File: config.mk
export PLATFORM = sky130hd
export DESIGN_NAME = reg_bank_driver
export DESIGN_NICKNAME = d
export VERILOG_FILES = /design/src/rtl/reg_bank_driver_pkg.sv /design/src/rtl/reg_bank_storage.sv /design/src/rtl/reg_bank_driver.sv
export SDC_FILE = /design/constraint.sdc
export NUM_CORES = 1
export LEC_CHECK = 0
export ABC_AREA = 1
export CORE_AREA = 2 2 168 186
export DETAILED_ROUTE_END_ITERATION = 10
export DIE_AREA = 0 0 170 188
export PLACE_DENSITY = 0.76
export SKIP_CTS_REPAIR_TIMING = 1
export SLEW_MARGIN = 20
export SYNTH_ARGS = -nofsm -noshare
export SYNTH_HDL_FRONTEND = slang
export SYNTH_SLANG_ARGS = --single-unit
export TNS_END_PERCENT = 5
File: constraint.sdc
create_clock -name clk -period 1.25 [get_ports clk]
set_input_delay 0.1875 -clock clk [delete_from_list [all_inputs] [get_ports clk]]
set_output_delay 0.1875 -clock clk [all_outputs]
set_load 0.02 [all_outputs]
File: src/rtl/reg_bank_driver_pkg.sv
// Shared types and defaults for the register bank operand driver.
package reg_bank_driver_pkg;

    localparam int unsigned WIDTH_DEF = 16;
    localparam int unsigned DEPTH_DEF = 16;

    typedef enum logic [1:0] {
        ST_IDLE  = 2'd0,
        ST_WAIT  = 2'd1,
        ST_DRIVE = 2'd2
    } state_t;

endpackage

File: src/rtl/reg_bank_storage.sv
// Register array with one synchronous write port and two asynchronous read ports.
module reg_bank_storage
    import reg_bank_driver_pkg::*;
#(
    parameter int unsigned WIDTH = WIDTH_DEF,
    parameter int unsigned DEPTH = DEPTH_DEF,
    parameter int unsigned AW    = $clog2(DEPTH)
) (
    input  logic             clk,
    input  logic             rst_n,
    input  logic             wr_en,
    input  logic [AW-1:0]    wr_addr,
    input  logic [WIDTH-1:0] wr_data,
    input  logic [AW-1:0]    rd_addr_a,
    input  logic [AW-1:0]    rd_addr_b,
    output logic [WIDTH-1:0] rd_data_a,
    output logic [WIDTH-1:0] rd_data_b
);

    logic [WIDTH-1:0] regs [DEPTH];

    always_ff @(posedge clk or negedge rst_n) begin
        if (!rst_n) begin
            for (int i = 0; i < int'(DEPTH); i++) begin
                regs[i] <= '0;
            end
        end else if (wr_en) begin
            regs[wr_addr] <= wr_data;
        end
    end

    assign rd_data_a = regs[rd_addr_a];
    assign rd_data_b = regs[rd_addr_b];

endmodule

File: src/rtl/reg_bank_driver.sv
// Captures two register operands per accepted read and drives them onto shared
// tri-state buses once bus_grant allows, one enable cycle per request.
module reg_bank_driver
    import reg_bank_driver_pkg::*;
#(
    parameter int unsigned WIDTH = WIDTH_DEF,
    parameter int unsigned DEPTH = DEPTH_DEF
) (
    input  logic                     clk,
    input  logic                     rst_n,
    input  logic                     wr_en,
    input  logic [$clog2(DEPTH)-1:0] wr_addr,
    input  logic [WIDTH-1:0]         wr_data,
    input  logic                     rd_req,
    output logic                     rd_ready,
    input  logic [$clog2(DEPTH)-1:0] rd_addr_a,
    input  logic [$clog2(DEPTH)-1:0] rd_addr_b,
    input  logic                     bus_grant,
    output logic [WIDTH-1:0]         bus_a_data,
    output logic [WIDTH-1:0]         bus_b_data,
    output logic                     bus_a_en,
    output logic                     bus_b_en
);

    localparam int unsigned AW = $clog2(DEPTH);

    state_t           state_q;
    state_t           state_d;
    logic             accept;
    logic             en_q;
    logic [WIDTH-1:0] rd_data_a;
    logic [WIDTH-1:0] rd_data_b;
    logic [WIDTH-1:0] cap_a;
    logic [WIDTH-1:0] cap_b;

    reg_bank_storage #(
        .WIDTH (WIDTH),
        .DEPTH (DEPTH),
        .AW    (AW)
    ) u_storage (
        .clk       (clk),
        .rst_n     (rst_n),
        .wr_en     (wr_en),
        .wr_addr   (wr_addr),
        .wr_data   (wr_data),
        .rd_addr_a (rd_addr_a),
        .rd_addr_b (rd_addr_b),
        .rd_data_a (rd_data_a),
        .rd_data_b (rd_data_b)
    );

    // State register
    always_ff @(posedge clk or negedge rst_n) begin
        if (!rst_n) begin
            state_q <= ST_IDLE;
        end else begin
            state_q <= state_d;
        end
    end

    // Next state and ready decode
    always_comb begin
        state_d  = state_q;
        rd_ready = 1'b0;
        accept   = 1'b0;
        unique case (state_q)
            ST_IDLE, ST_DRIVE: begin
                rd_ready = 1'b1;
                accept   = rd_req;
                if (rd_req) begin
                    state_d = bus_grant ? ST_DRIVE : ST_WAIT;
                end else begin
                    state_d = ST_IDLE;
                end
            end
            ST_WAIT: begin
                if (bus_grant) begin
                    state_d = ST_DRIVE;
                end
            end
            default: begin
                state_d = ST_IDLE;
            end
        endcase
    end

    // A write landing on a read address in the accept cycle wins over the stored value
    always_comb begin
        cap_a = (wr_en && (wr_addr == rd_addr_a)) ? wr_data : rd_data_a;
        cap_b = (wr_en && (wr_addr == rd_addr_b)) ? wr_data : rd_data_b;
    end

    // Operand snapshots and enable, registered so the buffers see clean edges
    always_ff @(posedge clk or negedge rst_n) begin
        if (!rst_n) begin
            bus_a_data <= '0;
            bus_b_data <= '0;
            en_q       <= 1'b0;
        end else begin
            en_q <= (state_d == ST_DRIVE);
            if (accept) begin
                bus_a_data <= cap_a;
                bus_b_data <= cap_b;
            end
        end
    end

    assign bus_a_en = en_q;
    assign bus_b_en = en_q;

endmodule

**Word-level counts from Yosys, hierarchy flattened**

Index checks and enable logic that the tools add are counted.

- Register bits after elaboration: 291
- Latch bits: 0
- Memory bits (writable): 0
- ROM bits: 0
- Bits of input ports: 33
- Output and inout bits: 35
- Memories kept: 0

- $add $sub $neg: 0
- Multiply operators: 0
- Div/mod/pow operators: 0
- Order comparisons: 4
- Eq/ne operators: 5
- Shifts and indexed selects: 0
- Multiplexer cells: 17
- Bitwise operators: 3
- Reductions and logical operators: 5

Operators with widths:

| kind | count |
|---|---|
| $bwmux 256 | 1 |
| $bmux 16 s4 | 2 |
| $mux 16 | 7 |
| $demux 16 s4 | 1 |
| $ge 5x5->1 const B | 3 |
| $not 4->5 | 3 |
| $eq 4x4->1 | 2 |
| $mux 2 | 3 |
| $lt 5x1->1 const B | 1 |
| $eq 2x2->1 const B | 2 |
| $pmux 2 s2 | 1 |
| $logic_and 1x1->1 | 3 |
| $eq 2x1->1 const B | 1 |
| $logic_not 2->1 | 1 |
| $mux 1 | 2 |
| $reduce_or 2->1 | 1 |

**Longest topological paths before layout**

Gate-level depths: netlist (run 1).

- Depth after elaboration: 6
- Gate-level depth with buffers: 10

**Hierarchy**

Synthesis (run 1) repeated with hierarchy kept, for this count alone.

- Cell total of the unflattened synthesis: 2544
- Area total of the unflattened synthesis: 17071.4 um2

Modules (own cells, without submodules):

| module | instances | cells an instance | area an instance (um2) | seq. area each (um2) |
|---|---|---|---|---|
| reg_bank_storage | 1 | 2236 | 14865.5 | 6406.1 |
| reg_bank_driver | 1 | 308 | 2205.9 | 875.8 |

**Least setup slack after synthesis (run 1)**

OpenSTA, ideal clock, no wires.

- Path kind: register to register
- Start point: register state_q[0]
- End point: register bus_a_data[0]
- Arrival: 1217 ps
- Path slack: -32 ps
- Stages on the path, launching flop included: 7
- Path buffers: 2
- Cell sequence: dfrtp_1 -> inv_1 -> nand2_1 -> clkbuf_1 -> clkbuf_1 -> nand2_1 -> nand2_1

- Cells in the longest elaborated chain, start to end: 3
- Elaborated cells on any way between the ends: 4

RTL lines:

| element | RTL line | source |
|---|---|---|
| start, declared | reg_bank_driver.sv:27 | `state_t state_q;` |
| start signal, assigned | reg_bank_driver.sv:57 | `state_q <= state_d;` |
| $eq 2x2->1 / $logic_not 2->1 (equally long branches) | reg_bank_driver.sv:66 | `unique case (state_q)` |
| $reduce_or 2->1 * | reg_bank_driver.sv:66 |  |
| $mux 1 * | reg_bank_driver.sv:66 |  |
| end signal, assigned | reg_bank_driver.sv:102 | `bus_a_data <= cap_a;` |
| end, declared | reg_bank_driver.sv:19 | `output logic [WIDTH-1:0] bus_a_data,` |

Every way passes the cells marked *; elsewhere a longest branch is shown, timed or not.
A chain may end at the register's enable or synchronous reset.

**Worst setup path after layout (run 1)**

- Start point: register bus_a_data[8]
- End point: output port bus_a_data[8]

No word-level cell between the ends.

==> impl_summary.log, run 1 <==
[metrics] initial antenna violation count: 3
[metrics] Worst Skew: ~0.017 ns
[metrics] count of antenna-violating nets left after detailed routing: 0
[metrics] die width: about 170 µm
[metrics] fraction of the core area covered by cells at the end of the flow: 0.683
[metrics] Async S/R FF share, synth: 1.00
[metrics] via total after detailed routing: approximately 18k
[metrics] Crit path buffers/inverters: 1
[metrics] Bufs on Longest Clock Path: 3
[metrics] Total Die Area: between 0.03 and 0.04 mm²
[metrics] maximum fanout along the worst path: 2
[metrics] violations in the final reports: negative setup slack
[metrics] Clock transition at path regs: 0.06 ns
[metrics] min Tclk post-route: around 1.4 ns
[metrics] cell area after synthesis: 0.0166 mm²
[metrics] count of port buffers added during placement: 67
[metrics] effective utilization at floorplan: 0.550
[metrics] Crit-path slowest cell: sky130_fd_sc_hd__dfrtp_2
[metrics] worst endpoint data arrival time: 1.21 ns
[metrics] instance count after placement with tap cells included: ~2.9k
[metrics] leak pwr: about 11 nW
[metrics] Synth top cells by count: 879 x sky130_fd_sc_hd__nand2_1, 487 x sky130_fd_sc_hd__nand3_1, 291 x sky130_fd_sc_hd__dfrtp_1, 282 x sky130_fd_sc_hd__inv_1, 248 x sky130_fd_sc_hd__o21ai_0
[metrics] critical path data required time: approximately 1.1 ns
[metrics] Core Region: about 0.030 mm²
[metrics] share of the synthesized area in the top cell type: 0.439
[metrics] share of layout cells above drive strength 1: 0.135
[metrics] detailed router's first-iteration violation count: ~2.6k
[metrics] sum of negative setup slack: -1.28 ns
[metrics] count of pins over their slew limit: 0
[metrics] most frequent cell after synthesis: sky130_fd_sc_hd__nand2_1
[metrics] cell type with the highest aggregate area in the netlist: sky130_fd_sc_hd__dfrtp_1
[metrics] internal power of the cells: approximately 21 mW
[metrics] standard-cell row count: 67
[metrics] unrepaired setup endpoints after global routing: true
[metrics] sequential-to-total area share from yosys stat: 0.439
[metrics] predominant post-synthesis flop cell: sky130_fd_sc_hd__dfrtp_1
[metrics] synthesized netlist net count: about 2.5k
[metrics] maximum number of pins on one net before global-route repair: 57
[metrics] actual slew at the worst max-slew pin: around 0.42 ns
[metrics] Final Cycle Share: 1.12
[metrics] switching power: slightly above 10 mW
[metrics] Netlist cell types: 18
[metrics] Avg WL per Cell: between 20 and 25 µm
[metrics] Setup crit start kind: flip-flop
[metrics] non-filler cells in the finished layout: about 3k
[metrics] worst reg2reg setup slack: -0.03 ns
[metrics] CTS Root Cell: sky130_fd_sc_hd__clkbuf_16
[metrics] top post-synthesis cells by area: sky130_fd_sc_hd__dfrtp_1 44%, sky130_fd_sc_hd__nand2_1 20%, sky130_fd_sc_hd__nand3_1 15%
[metrics] category of the critical setup timing path: flip-flop to output pin
[metrics] number of flip-flops and latches in the synthesized netlist: around 290
[metrics] GR Overflow Total: 0
[metrics] Power Dens Cells: 1520 mW/mm²
[metrics] first-pass iteration count of the detailed router: 6
[metrics] global-route usage over all layers: 0.390
[metrics] Crit path depth: 1
[metrics] run status: finished, violations left
[metrics] switching share of total power: 0.326
[metrics] CP Cell Sequence: clkbuf_2
[metrics] Hold Fails Final Rpt: 0
[metrics] total CTS buffers: 34
[metrics] Post-Route M1 WL: ~24000 µm
[metrics] count of endpoints failing setup in the final report: 36
[metrics] maximum clock frequency: 716 MHz
[metrics] die span in y: ~190 µm
[metrics] I/O pin count: 68
[metrics] crit path setup slack, layout: -0.146 ns
[metrics] share of total power in sequential cells: 0.398
[metrics] max-capacitance violation count: 0
[metrics] count of mapped cells out of synthesis: 2473
[metrics] DR WL met3: ~8600 µm
[metrics] Post-Layout Inst Area: between 0.02 and 0.025 mm²
[metrics] RD Place Congestion: 0.978
[metrics] total number of nets in the final design: 2629
[metrics] critical path endpoint category: output pin
[metrics] area after detailed placement: ~0.019 mm²
[metrics] class of the most critical hold timing path: input pin to asynchronous set/reset pin
[metrics] share of total power in combinational logic: 0.259
[metrics] final hold slack: 0.122 ns
[metrics] worst-case reg-to-reg path depth: 8
[metrics] clock tree from TritonCTS: built
[metrics] Clock Latency Late Sink: 0.54 ns
[metrics] via/cell ratio: between 5 and 6
[metrics] DPL Wire Length: about 40000 µm
[metrics] delay of the slowest cell on the worst path: 0.48 ns
[metrics] clk sinks: between 200 and 300
[metrics] clock share of power: 0.343
[metrics] wire length of the first global-routing pass: 95500 µm
[metrics] Synth-to-Final Area Change: 24.2%
[metrics] H-Tree Level Count: 2
[metrics] total routed wirelength: just over 60000 µm
[metrics] headroom to the max-slew limit: 0.720
[metrics] DRC violation count after routing: 0
[metrics] Post-synth EDFFs: 0
[metrics] detailed route wirelength on metal2: around 27000 µm
[metrics] worst-case vdd ir drop: a little over 0.8 mV
[metrics] uppermost signal routing layer after detailed routing: met4
[metrics] average instance area after synthesis: 6.71 µm²
[metrics] synthesis warning total: 0
[metrics] number of global-route vias before repair: roughly 17k
[metrics] cell family with most CP delay: flip-flops
-- cells by family (layout without fill, tap and decap cells) --
logic type | Yosys count | count (layout) | synth area share
and+or+nand+nor | 1446 | 1446 | 0.366
buffers and inverters | 469 | 613 | 0.114
DFF | 291 | 291 | 0.439
AOI/OAI and AO/OA | 265 | 265 | 0.0802
xor gates and xnor gates | 2 | 2 | 0.00106
other | 0 | 2 | 0
-- worst paths after layout --
kind,start,endpoint
max,bus_a_data[8]$_DFFE_PN0P_,bus_a_data[8]
min,rst_n,bus_a_data[10]$_DFFE_PN0P_
max reg2reg,u_storage.regs[5]$_DFFE_PN0P_,bus_b_data[5]$_DFFE_PN0P_
min reg2reg,u_storage.regs[40]$_DFFE_PN0P_,u_storage.regs[40]$_DFFE_PN0P_
max in group asynchronous,rst_n,bus_a_data[9]$_DFFE_PN0P_
min in group clk,bus_grant,state_q[0]$_DFF_PN0_
-- power groups by stage --
stage | Sequential, mW | Clock [mW] | Combinational (mW)
floorplan | 12.5 | 0 | 4.71
global placement | 12.5 | 0 | 7.58
detailed placement | 12.6 | 0 | 7.81
CTS | 12.4 | 10.8 | 7.89
global route | 12.7 | 11.2 | 9.14
finish | 12.5 | 10.8 | 8.15
-- sequential cells by signal (all words and copies together) (netlist names) --
signal	flops
bus_a_en	1
bus_b_data	16
state_q	2
bus_a_data	16
u_storage.regs	256
-- per-layer routing --
| metal | GRT usage | vias up |
|---|---|---|
| met1 | 0.526 | 8201 |
| met4 | 0.174 | 0 |
| met2 | 0.573 | 1301 |
| met5 | 0 | - |
| met3 | 0.126 | 240 |
| li1 | - | 8024 |
-- per-stage QoR --
step                power, mW  setup WS [ns]
floorplan                17.2        -0.0321
global placement         20.1         -0.678
detailed placement       20.4         -0.734
CTS                      31.1         -0.675
global route             33.0         -0.128
finish                   31.4         -0.146
-- layout by cell type, fill, tap and decap left out, types with 9 or more instances in the layout --
master / instances
sky130_fd_sc_hd__clkbuf_8: 9
sky130_fd_sc_hd__o21ai_1: 16
sky130_fd_sc_hd__inv_2: 10
sky130_fd_sc_hd__inv_1: 275
sky130_fd_sc_hd__clkbuf_16: 39
sky130_fd_sc_hd__dfrtp_1: 286
sky130_fd_sc_hd__o21ai_0: 246
sky130_fd_sc_hd__clkdlybuf4s50_1: 19
sky130_fd_sc_hd__nand3_1: 460
sky130_fd_sc_hd__buf_2: 14
sky130_fd_sc_hd__nand2_1: 876
sky130_fd_sc_hd__nor2_1: 70
sky130_fd_sc_hd__buf_4: 141
sky130_fd_sc_hd__buf_12: 61
sky130_fd_sc_hd__nand3_2: 26
sky130_fd_sc_hd__buf_6: 20
-- area by class of cell --
cell class | count | area, µm²
clock inverter | 7 | 140
antenna | 2 | 5.00
fill | 2506 | 9570
inverter | 287 | 1080
clock buffer | 50 | 1060
tap | 379 | 474
multi-input combinational | 1713 | 7610
timing repair buffer | 269 | 2950
sequential | 291 | 7290
Power figures use the tool's default switching activity.
==> inputs of run 2 (changes only) <==
SLEW_MARGIN = not set   (was 20)
==> results of run 2 <==
No change in the layout: final DEF, timing and power equal those of run 1.
